$ cat src/rtl/demux4_rr_dispatcher.sv
// Single-word dispatcher for a 1-to-4 demux: captures one upstream word and
// steers it to a round-robin or directed lane, holding it until that lane accepts.
module demux4_rr_dispatcher #(
  parameter int DATA_W = 8,
  parameter int CNT_W  = 8
) (
  input  logic                  clk,
  input  logic                  rst,
  input  logic                  in_valid,
  output logic                  in_ready,
  input  logic [DATA_W-1:0]     in_data,
  input  logic [1:0]            in_dst,
  input  logic                  mode,
  output logic [3:0]            out_valid,
  input  logic [3:0]            out_ready,
  output logic [4*DATA_W-1:0]   out_data,
  output logic [1:0]            sel,
  output logic                  busy,
  output logic [CNT_W-1:0]      xfer_cnt
);

  localparam logic [0:0] IDLE = 1'b0;
  localparam logic [0:0] HOLD = 1'b1;

  logic [0:0]        state_q, state_d;
  logic [1:0]        rr_ptr_q, rr_ptr_d;
  logic [1:0]        sel_q, sel_d;
  logic              mode_q, mode_d;
  logic [DATA_W-1:0] data_q, data_d;
  logic [CNT_W-1:0]  cnt_q, cnt_d;

  // First ready lane scanning upward from ptr; falls back to ptr when none is ready.
  function automatic logic [1:0] rr_pick(input logic [1:0] ptr, input logic [3:0] rdy);
    logic [1:0] lane;
    rr_pick = ptr;
    for (int i = 3; i >= 0; i--) begin
      lane = ptr + 2'(i);
      if (rdy[lane]) rr_pick = lane;
    end
  endfunction

  always_comb begin
    state_d  = state_q;
    rr_ptr_d = rr_ptr_q;
    sel_d    = sel_q;
    mode_d   = mode_q;
    data_d   = data_q;
    cnt_d    = cnt_q;
    case (state_q)
      IDLE: begin
        if (in_valid) begin
          state_d = HOLD;
          data_d  = in_data;
          mode_d  = mode;
          sel_d   = mode ? in_dst : rr_pick(rr_ptr_q, out_ready);
        end
      end
      HOLD: begin
        if (out_ready[sel_q]) begin
          state_d = IDLE;
          cnt_d   = cnt_q + CNT_W'(1);
          // Directed transfers leave the round-robin position untouched.
          if (!mode_q) rr_ptr_d = sel_q + 2'd1;
        end
      end
      default: state_d = IDLE;
    endcase
  end

  always_ff @(posedge clk or posedge rst) begin
    if (rst) begin
      state_q  <= IDLE;
      rr_ptr_q <= 2'd0;
      sel_q    <= 2'd0;
      mode_q   <= 1'b0;
      data_q   <= '0;
      cnt_q    <= '0;
    end else begin
      state_q  <= state_d;
      rr_ptr_q <= rr_ptr_d;
      sel_q    <= sel_d;
      mode_q   <= mode_d;
      data_q   <= data_d;
      cnt_q    <= cnt_d;
    end
  end

  always_comb begin
    out_valid = 4'b0000;
    out_data  = '0;
    if (state_q == HOLD) begin
      out_valid[sel_q]                           = 1'b1;
      out_data[int'(sel_q)*DATA_W +: DATA_W]     = data_q;
    end
  end

  assign in_ready = (state_q == IDLE) && !rst;
  assign busy     = (state_q == HOLD);
  assign sel      = sel_q;
  assign xfer_cnt = cnt_q;

endmodule
$ cat config.mk
export PLATFORM = sky130hd
export DESIGN_NAME = demux4_rr_dispatcher
export DESIGN_NICKNAME = d
export VERILOG_FILES = /design/src/rtl/demux4_rr_dispatcher.sv
export SDC_FILE = /design/constraint.sdc
export NUM_CORES = 1
export LEC_CHECK = 0
export ABC_AREA = 1
export CORE_ASPECT_RATIO = 1.75
export CORE_MARGIN = 5
export CORE_UTILIZATION = 35
export CTS_BUF_LIST = sky130_fd_sc_hd__clkbuf_4 sky130_fd_sc_hd__clkbuf_8 sky130_fd_sc_hd__clkbuf_16
export CTS_CLUSTER_DIAMETER = 30
export CTS_CLUSTER_SIZE = 16
export DETAILED_ROUTE_END_ITERATION = 16
export GPL_TIMING_DRIVEN = 0
export PLACE_DENSITY = 0.82
export SLEW_MARGIN = 20
export SYNTH_ARGS = -nofsm -noshare
export SYNTH_HDL_FRONTEND = slang
export SYNTH_SLANG_ARGS = --single-unit
$ cat constraint.sdc
create_clock -name clk -period 1.6 [get_ports clk]
set_input_delay 0.4 -clock clk [delete_from_list [all_inputs] [get_ports clk]]
set_output_delay 0.4 -clock clk [all_outputs]
set_load 0.05 [all_outputs]
---- After elaboration in Yosys (flattened, before gate mapping) ----
Index checks and enable logic that the tools add are counted.
word-level totals
  register bits after elaboration ......... 22
  bits in latches ......................... 0
  RAM bits ................................ 0
  memory bits (read-only) ................. 0
  input port bits ......................... 18
  output and inout bits ................... 48
  logic and storage cells ................. 51
  memories kept ........................... 0
operators by class
  add/sub/neg operators ................... 6
  multiply operators ...................... 0
  div/mod/pow operators ................... 0
  magnitude comparators ................... 6
  equality and inequality tests ........... 0
  shift operators ......................... 2
  muxes and demuxes ....................... 22
  bitwise logic cells ..................... 3
  reduce and logical (&&, ||, !) cells .... 6
operators with widths
  kind                                                                      number
  5-bit negation with 33-bit output                                         1
  8-bit by 33-bit variable shift with 32-bit output (first input constant)  1
  8-bit by 33-bit indexed part select with 32-bit output                    1
  32-bit bitwise AND                                                        1
  32-bit two-way mux                                                        1
  2-bit by 3-bit < comparator with 1-bit output (second input constant)     5
  1-bit binary-select mux with 2-bit select                                 5
  2-bit two-way mux                                                         5
  8-bit by 1-bit adder with 8-bit output (second input constant)            1
  1-bit two-way mux                                                         8
  2-bit by 1-bit adder with 2-bit output (second input constant)            2
  2-bit adder (second input constant)                                       2
  4-bit two-way mux                                                         1
  2-bit AND reduction                                                       2
  3-bit AND reduction                                                       1
  1-bit demux with 2-bit select                                             1
  2-bit by 1-bit >= comparator with 1-bit output (second input constant)    1
  1-bit logical AND                                                         2
  1-bit inverter                                                            2
  1-bit case mux with 2 select lines                                        1
  1-bit logical NOT                                                         1

---- Longest topological paths before layout ----
Gate-level depths: netlist of run 1.
  depth in word-level cells ............... 8
  depth in mapped cells ................... 13
  gate-level depth less buffers ........... 12

---- Least setup slack after synthesis of run 1 ----
OpenSTA, ideal clock, no wires.
  path kind ............................... reg2out
  from .................................... register sel_q[0], in the netlist sel[0]
  to ...................................... output port out_data[25]
  arrival time ............................ 2.676 ns
  data required time ...................... 1.200 ns
  slack ................................... -1.476 ns
  stages on the path, launching flop included .. 6
  buffers on the path ..................... 0
  path through ............................ dfrtp_1 > ha_1 > nand2_1 > inv_1 > nand2_1 > nor3_1
on the way
  longest elaborated chain between the ends .. 4
  elaborated cells between the ends (all ways) .. 5
  classes of those cells .................. 1 x add/sub; 2 x shift; 1 x mux; 1 x bitwise
ends and longest elaborated chain
  element                                                                                                                      RTL line  source
  from (decl)                                                                                                                  27        logic [1:0] sel_q, sel_d;
  from (signal assigned)                                                                                                       81        sel_q <= sel_d;
  5-bit negation with 33-bit output *                                                                                          93        out_data[int'(sel_q)*DATA_W +: DATA_W] = data_q;
  8-bit by 33-bit indexed part select with 32-bit output or 8-bit by 33-bit variable shift with 32-bit output (tied branches)  93
  32-bit bitwise AND (no source line) *                                                                                        --
  32-bit two-way mux *                                                                                                         91        if (state_q == HOLD) begin
  to (decl)                                                                                                                    16        output logic [4*DATA_W-1:0] out_data,
Mark *: on every way between the ends. The rest lies on a longest branch, timed or not.

---- Worst setup path after layout of run 1 ----
Same ends and word-level chain as after synthesis.

==> results.ini, run 1 <==
[logic_synthesis]
ys_top_cells_by_area = dfrtp_1 (37%), nand2_1 (17%), inv_1 (8.9%)
ys_async_sr_fraction_pct = 100
syn_area_um2 = 1480
synth_edf_count = 0
synth-compound-area-share_pct = 8.21
synth_top_family_by_area = simple AND/OR/NAND/NOR gates
yosysMostFrequentCell = nand2_1
synth_simple_gate_area_share_pct = 35.1
ys_ff_latch = 22
yosysUniqueCellTypes = 25
synthFlopType = dfrtp_1
synth-xor-area-share_pct = 4.15
syn_avg_cell_area_um2 = 6.87
synth_top_area_cell = dfrtp_1
synth_warnings = 0
synth_cells = 215
seq_area_frac_synth_pct = 37.3
synth_fp_nets = 239
synth_common_cells = nand2_1 (65), inv_1 (35), nor3_1 (24), dfrtp_1 (22)
synth_mux_area_share_pct = 0
synth_fa_ha_area_share_pct = 5.08
yosysTopAreaCellShare_pct = 37.3

[timing]
rsz0062_at_grt = yes
worst_slew_pin_slew_ns = 0.854
relSlewSlack_pct = 43.0
fmax_mhz = 462
finalSetupViolCount = 46
min_period_ns = 2.16
timing.final.crit_share_pct = 135
fin_ws_ns = -0.565
hold_viol = 0
skew_ns = 0.000690
slew_viol_final = 0

[setup_path]
path_class = flop to primary output
rrSetupSlack_ns = -0.12
crit_path_cell_trace = inv_8 > ha_4 > nor2_4 > clkinvlp_4 > buf_12 > nor3_4 > buf_6
worstRegToRegCells = 9
crit_slowest_cell = dfrtp_4
cp.arrival_ns = 1.76
critPathCaptureType = primary output
critical_path.max_stage_delay_ns = 0.47
crit_fanout = 8
rr_endpoint = xfer_cnt[6]
reg2reg_from = sel[0]
required_ns = 1.20
start_kind = flop

[run_status]
status = finished, violations left
violations = negative setup slack

[layout]
drive_above_1_share_pct = 46.3
seq_area_um2 = 557
n_fill_cell = 262
nets = 325
final_area_um2 = 2960
final_util_pct = 72.0
multi_input_area_um2 = 1280
instances_no_fill = 349
syn_to_final_growth_pct = 100
antenna_cells = 0

[placed_design]
placement.cell_area_um2 = 2630
gp_congestion = 0.797
portBuffers = 65
dp_hpwl_um = 3810
pre_cts_ws_ns = -1.14
placed_cells = 329

[route]
drt_pass1_iterations = 4
wl_per_cell_um = 15.1
via_count = 1728
ant_nets = 0
drc = 0
drtIter0Drc = 53
viasPerCell = 4.95
wl_um = 5290

[clock_tree]
cts_buffer_depth = 2
path_clk_slew_ns = 0.08
clk_latency_ns = 0.25
root_buffer = clkbuf_8
cts_tree = done
htreeDepth = 1
numCtsBuffers = 3
cts.sinks = 22
ctsHoldBuffers = 0

[min_path]
min_to = xfer_cnt[7]
min_from = xfer_cnt[7]
min_delay_path_depth = 1
min_path_type = flop to flop

[global_routing]
grt_pass1_vias = 1710
grt_pass1_wl_um = 8060
grt_usage_pct = 18.3
antenna_found_initial = 0
grt_overflow_total = 0
grt_max_degree = 23

[die]
die_h_um = 96.0
initial_utilization_pct = 35.9
num_io_pins = 66
coreArea_um2 = 4110
rows = 31
fp.dieW_um = 59.1
dieArea_um2 = 5670

[flow_run]
max_cap_violations = 0

[power]
power.total_mw = 5.75
pwr_density_cell_nw_per_um2 = 1940
p_leak_nw = 1.43
irDropWorstVdd_uv = 1510

state kept, by name (all words and copies together) (netlist names):
register  cells
xfer_cnt      8
sel           2
busy          1
mode_q        1
rr_ptr_q      2
data_q        8
stage by stage:
step | hold WS, ns | setup TNS [ns]
2_1_floorplan | 0.389 | -16.70
6_report | 0.485 | -17.87
3_3_place_gp | 0.463 | -40.61
5_1_grt | 0.494 | -20.63
4_1_cts | 0.484 | -16.73
3_5_place_dp | 0.477 | -41.63
how the worst max path moves through the flow:
stage	from	end	slack, ns	cells past startpoint
6_report	sel[0]	out_data[25]	-0.56	7
2_1_floorplan	sel[1]	out_data[10]	-0.60	5
4_1_cts	sel[0]	out_data[10]	-0.53	7
3_5_place_dp	sel[0]	out_data[10]	-1.14	6
5_1_grt	sel[0]	out_data[25]	-0.62	7
3_3_place_gp	sel[0]	out_data[25]	-1.11	6
timing repair:
item,4_1_cts,5_1_grt
gates resized for setup,292,25
endpoints found under the setup margin,55,50
pin swaps,13,17
buffers inserted,9,7
cell type report:
class                      instances  area share, %
multi-input combinational        154           43.2
timing repair buffer              81           27.6
sequential                        22           18.8
inverter                          36           5.79
tap                               49           2.07
clock buffer                       4           1.86
buffer                             3          0.718
power by group:
| group | internal (mW) | switching, mW | leakage [nW] |
|---|---|---|---|
| registers | 0.806 | 0.226 | 0.268 |
| logic | 1.39 | 2.94 | 1.13 |
| clock network | 0.219 | 0.171 | 0.0288 |
| total | 2.42 | 3.34 | 1.43 |
layer usage:
metal / up-vias / track usage [%] / part of all wire [%]
met5: - / 0 / 0
met4: 0 / 6.24 / 1.3
met3: 4 / 0.940 / 3.5
met2: 48 / 35.3 / 57
met1: 831 / 20.6 / 38
li1: 845 / - / -
cell usage in the layout (no fill, tap or decap), types with 4 or more instances in the layout:
cell and count:
buf_4 20, buf_6 28, buf_8 5, clkbuf_8 4, clkdlybuf4s50_1 16, clkinvlp_4 5, dfrtp_1 19, inv_1 27
nand2_1 54, nand2_2 5, nand2_8 5, nand3_1 6, nor2_1 5, nor2_4 10, nor3_4 24, o21ai_0 12
xnor2_1 5
worst max-delay path: cells and delay by family (launching register included):
kind	cells	cell delay, ns
buffers and inverters	4	0.53
and+or+nand+nor	2	0.35
adders and majority gates	1	0.16
DFF	1	0.47
kinds of logic after synthesis:
group	count (synthesis)
xor+xnor	7
simple gates	119
fa+ha+maj	6
buf+inv	39
flops	22
compound gates	22
(Power assumes the default switching activity.)
==> inputs of run 2 (changes only) <==
CORE_MARGIN = 2   (was 5)
==> run 2 against run 1 <==
Against the previous run: count of clock-buffer cells in the layout fell by 1; sequential share of layout area fell by 1.0 points; combinational power rose by 11%; critical path type unchanged; largest power group unchanged; the flow still finishes with violations (negative setup slack); setup slack got worse by 0.088 ns; critical endpoint is now out_data[9]; total power rose by 12%; clock power rose by 36%; cell area rose by 5.9%.
==> results.ini, run 2 (synthesis gave the netlist of run 1 again) <==
[run_status]
status = finished, violations left
violations = negative setup slack

[route]
drtIter0Drc = 80  ; +51%
viasPerCell = 5.35  ; +8.1%
via_count = 1868  ; +8.1%
drc = 0  ; unchanged
wl_per_cell_um = 18.9  ; +25%
ant_nets = 0  ; unchanged
wl_um = 6610  ; +25%
drt_pass1_iterations = 4  ; unchanged

[timing]
skew_ns = 0.00730  ; +0.00661 ns
hold_viol = 0  ; unchanged
timing.final.crit_share_pct = 141  ; +5.5 points
worst_slew_pin_slew_ns = 0.844  ; -0.0105 ns
rsz0062_at_grt = yes
fmax_mhz = 444  ; -3.9%
min_period_ns = 2.25  ; +0.0878 ns
slew_viol_final = 0  ; unchanged
relSlewSlack_pct = 43.7  ; +0.70 points
fin_ws_ns = -0.652  ; -0.0878 ns
finalSetupViolCount = 44  ; -4.3%

[layout]
instances_no_fill = 349  ; unchanged
seq_area_um2 = 557  ; unchanged
n_fill_cell = 221  ; -16%
multi_input_area_um2 = 1380  ; +8.0%
mostFrequentLayoutCell = nand2_1
final_area_um2 = 3140  ; +5.9%
syn_to_final_growth_pct = 112
drive_above_1_share_pct = 49.3  ; +3.0 points
antenna_cells = 0  ; unchanged
most-common-layout-cells = nand2_1 (50), buf_6 (32), inv_1 (26)
nets = 325  ; unchanged

[global_routing]
grt_pass1_vias = 1878  ; +9.8%
grt_usage_pct = 26.8  ; +8.5 points
grt_pass1_wl_um = 9300  ; +15%
antenna_found_initial = 0  ; unchanged
grt_max_degree = 23  ; unchanged
grt_overflow_total = 0  ; unchanged

[flow_run]
max_cap_violations = 0  ; unchanged

[placed_design]
portBuffers = 65  ; unchanged
placement.cell_area_um2 = 2630  ; unchanged
dp_hpwl_um = 3840  ; +0.91%
placed_cells = 329  ; unchanged
pre_cts_ws_ns = -1.17  ; -0.0305 ns
gp_congestion = 0.866  ; +8.7%

[power]
intPower_mw = 2.69  ; +11%
swShare_pct = 58.2  ; +0.20 points
p_leak_nw = 1.52  ; +6.1%
irDropWorstVdd_uv = 1480  ; -1.6%
pwr_density_cell_nw_per_um2 = 2050  ; +5.5%
p_seq_share_pct = 16.8  ; -1.1 points
p_switching_mw = 3.74  ; +12%
p_clk_share_pct = 8.2  ; +1.4 points
power_frac_comb_pct = 75.0  ; -0.3 points

[setup_path]
reg2reg_from = sel[0]
crit_fanout = 8  ; unchanged
start_kind = flop
startpoint = sel[1]
path_class = flop to primary output
cp.arrival_ns = 1.85  ; +0.09 ns
required_ns = 1.20  ; about the same
critPathCaptureType = primary output

[die]
fp.dieW_um = 53.1  ; -10%
num_io_pins = 66  ; unchanged
coreArea_um2 = 4110  ; unchanged
die_h_um = 90.0  ; -6.3%
dieArea_um2 = 4780  ; -16%
initial_utilization_pct = 35.9  ; unchanged
rows = 31  ; unchanged

[clock_tree]
cts.sinks = 22  ; unchanged
ctsHoldBuffers = 0  ; unchanged
path_clk_slew_ns = 0.08  ; about the same
clk_latency_ns = 0.27  ; +0.02 ns
htreeDepth = 1  ; unchanged
cts_buffer_depth = 2  ; unchanged
numCtsBuffers = 3  ; unchanged
cts_tree = done
root_buffer = clkbuf_8

[min_path]
min_path_type = flop to flop
min_from = xfer_cnt[5]

[run 2: cell types whose count changed in the layout (fill, tap and decap cells not counted), sizes merged]
| cell | delta |
|---|---|
| buf | -2 |
| dlygate4sd2 | -2 |
| nand2 | +2 |
| bufinv | +1 |
| clkdlybuf4s15 | +1 |
| clkdlybuf4s50 | -1 |
| dlymetal6s2s | +1 |
[run 2: stage by stage]
stage,power [mW],hold WS [ns],util (%),TNS [ns]
2_1_floorplan,3.80,0.389,-,-16.70
3_3_place_gp,4.55,0.464,63.9,-40.63
3_5_place_dp,4.66,0.487,63.9,-42.44
4_1_cts,5.96,0.498,72.9,-17.28
5_1_grt,6.74,0.514,76.3,-22.16
6_report,6.43,0.500,76.3,-19.98
[run 2: what timing repair did]
item                                   in CTS  in global routing
pin swaps                                  18                 15
gates cloned                                2                  0
endpoints found under the hold margin       0                  0
buffers inserted                           10                  5
gates resized for setup                   323                 37
setup endpoints to repair                  56                 58
[run 2: cell type report]
class | instances | area share [%]
Buffer | 3 | 0.957
Clock buffer | 3 | 1.32
Clock inverter | 1 | 0.957
Inverter | 36 | 5.54
Multi-Input combinational cell | 156 | 44.0
Sequential cell | 22 | 17.8
Tap cell | 49 | 1.95
Timing Repair Buffer | 79 | 27.5
[run 2: final timing paths]
path	to	slack [ns]	cells after the start
worst max-delay path	out_data[9]	-0.65	7
worst min-delay path	xfer_cnt[5]	0.50	1
worst max register to register	rr_ptr_q[1]	-0.11	9
worst min register to register	xfer_cnt[5]	0.50	1
max in group asynchronous	sel[0]	0.32	2
min in group asynchronous	data_q[0]	0.66	2
[run 2: routing by layer]
layer	vias to the layer above	global-route usage, %	wire length [µm]
met5	-	0	0
li1	844	-	-
met1	883	26.7	2210
met2	108	49.7	3650
met3	33	1.99	355
met4	0	16.2	395
[run 2: worst max-delay path: stages, from the launching register on]
cell and delay (ns):
dfrtp_2 0.44, inv_4 0.09, ha_4 0.18, nor2_4 0.17
clkinvlp_4 0.15, buf_12 0.17, nor3_4 0.18, buf_6 0.18
[run 2: power groups by stage]
stage,Sequential [mW],Combinational [mW],Clock [mW]
6_report,1.08,4.82,0.530
5_1_grt,1.11,5.08,0.560
4_1_cts,1.02,4.40,0.532
3_5_place_dp,1.05,3.61,0
3_3_place_gp,1.04,3.51,0
2_1_floorplan,1.35,2.45,0
==> inputs of run 3 (changes only) <==
SKIP_LAST_GASP = 1   (was unset)
==> run 3 against run 2 <==
Against the previous run: the flow still finishes with violations (negative setup slack); final cell count up 0.29%; global-route usage about the same; die area unchanged; combinational power about the same; utilization up 0.061 points; register-to-register slack about the same; flip-flop and latch count unchanged; fmax about the same; first-iteration DRC count down 38%.
==> results.ini, run 3 (synthesis gave the netlist of run 1 again) <==
[run_status]
status = finished, violations left
violations = negative setup slack

[clock_tree]
numCtsBuffers = 3  ; unchanged
path_clk_slew_ns = 0.08  ; about the same
cts.sinks = 22  ; unchanged
cts_tree = done
cts_buffer_depth = 2  ; unchanged
clk_latency_ns = 0.27  ; about the same
htreeDepth = 1  ; unchanged
root_buffer = clkbuf_8
ctsHoldBuffers = 0  ; unchanged

[layout]
final_area_um2 = 3140  ; about the same
nets = 326  ; +0.31%
drive_above_1_share_pct = 49.5  ; +0.17 points
mostFrequentLayoutCell = nand2_1
syn_to_final_growth_pct = 112  ; about the same
most-common-layout-cells = nand2_1 (50), buf_6 (34), inv_1 (26)
antenna_cells = 0  ; unchanged
instances_no_fill = 350  ; +0.29%
n_fill_cell = 222  ; +0.45%

[die]
die_h_um = 90.0  ; unchanged
rows = 31  ; unchanged
coreArea_um2 = 4110  ; unchanged
num_io_pins = 66  ; unchanged
fp.dieW_um = 53.1  ; unchanged
dieArea_um2 = 4780  ; unchanged
initial_utilization_pct = 35.9  ; unchanged

[global_routing]
grt_pass1_vias = 1881  ; +0.16%
antenna_found_initial = 0  ; unchanged
grt_overflow_total = 0  ; unchanged
grt_usage_pct = 26.7  ; -0.033 points
grt_max_degree = 23  ; unchanged
grt_pass1_wl_um = 9290  ; about the same

[setup_path]
critPathBufInv = 4  ; unchanged
path_class = flop to primary output
required_ns = 1.20  ; about the same
rr_endpoint = xfer_cnt[6]
cp_top_family = buffers and inverters
start_kind = flop
critPathCaptureType = primary output
reg2reg_from = sel[0]
critical_path.max_stage_delay_ns = 0.44  ; about the same
rrSetupSlack_ns = -0.12  ; about the same
worstRegToRegCells = 9  ; unchanged
crit_slowest_cell = dfrtp_2
cp.arrival_ns = 1.85  ; about the same
crit_path_cell_trace = inv_4 > ha_4 > nor2_4 > clkinvlp_4 > buf_12 > nor3_4 > buf_6
crit_fanout = 8  ; unchanged

[timing]
fmax_mhz = 444  ; about the same
rsz0062_at_grt = yes
relSlewSlack_pct = 43.9  ; +0.25 points
slew_viol_final = 0  ; unchanged
hold_viol = 0  ; unchanged
fin_ws_ns = -0.652  ; +0.000172 ns
finalSetupViolCount = 44  ; unchanged
min_period_ns = 2.25  ; -0.000172 ns
skew_ns = 0.00444  ; -0.00285 ns
worst_slew_pin_slew_ns = 0.840  ; -0.00372 ns
hold_slack_ns = 0.497  ; -0.00357 ns
timing.final.crit_share_pct = 141  ; about the same

[route]
drt_pass1_iterations = 4  ; unchanged
drc = 0  ; unchanged
ant_nets = 0  ; unchanged
wl_per_cell_um = 19.0  ; +0.29%
wl_um = 6650  ; +0.58%
drtIter0Drc = 50  ; -38%
via_count = 1869  ; +0.054%
viasPerCell = 5.34  ; -0.23%

[placed_design]
placed_cells = 329  ; unchanged
pre_cts_ws_ns = -1.17  ; unchanged
portBuffers = 65  ; unchanged
gp_congestion = 0.866  ; unchanged
dp_hpwl_um = 3840  ; unchanged
placement.cell_area_um2 = 2630  ; unchanged

[power]
swShare_pct = 58.4  ; +0.23 points
p_switching_mw = 3.75  ; +0.21%
p_seq_share_pct = 16.8  ; about the same
p_leak_nw = 1.52  ; +0.24%
p_clk_share_pct = 8.2  ; about the same
pwr_density_cell_nw_per_um2 = 2040  ; -0.27%
irDropWorstVdd_uv = 1390  ; -6.4%
power.total_mw = 6.42  ; -0.19%
power_frac_comb_pct = 75.0  ; about the same
intPower_mw = 2.67  ; -0.75%

[min_path]
min_to = xfer_cnt[5]
min_from = xfer_cnt[5]
min_delay_path_depth = 1  ; unchanged
min_path_type = flop to flop

[flow_run]
max_cap_violations = 0  ; unchanged

## run 3: power groups by stage
stage	clock, mW	sequential, mW	combinational, mW
floorplan	0	1.35	2.45
global placement	0	1.04	3.51
detailed placement	0	1.05	3.61
CTS	0.532	1.02	4.39
global route	0.560	1.10	5.07
finish	0.524	1.08	4.81
## run 3: repair_timing
action                                  CTS  global route
pin swaps                                18            16
cloned                                    2             0
setup buffers                            10             6
resized for setup                       321            38
endpoints found under the setup margin   56            58
## run 3: final cells by class
cell class	instances	area [µm²]	share of cell area, %
plain buffers	3	21.3	0.678
inverters	36	174	5.54
repair buffers	80	873	27.8
multi-input cells	156	1380	44.0
clock inverters	1	30.0	0.957
clock buffers	3	41.3	1.32
flip-flops and latches	22	557	17.7
well taps	49	61.3	1.95
## run 3: per-stage QoR
| step | TNS [ns] | utilization (%) |
|---|---|---|
| floorplan | -16.70 | - |
| global placement | -40.63 | 63.9 |
| detailed placement | -42.44 | 63.9 |
| CTS | -17.28 | 72.8 |
| global route | -22.15 | 76.4 |
| finish | -19.89 | 76.4 |
## run 3: worst max-delay path by stage
stage | start | to | slack [ns] | depth (start not counted)
final | sel[1] | out_data[9] | -0.65 | 7
after global routing | sel[1] | out_data[9] | -0.70 | 7
after floorplan | sel[1] | out_data[10] | -0.60 | 5
after CTS | sel[0] | out_data[31] | -0.54 | 7
after global placement | sel[0] | out_data[10] | -1.10 | 6
after detailed placement | sel[0] | out_data[10] | -1.17 | 6
## run 3: metal layers
layer	track usage, %	up-vias	part of all wire (%)
met5	0	-	0
met4	16.2	0	5.2
met3	1.99	30	4.1
met2	49.7	94	56
met1	26.6	894	35
li1	-	851	-
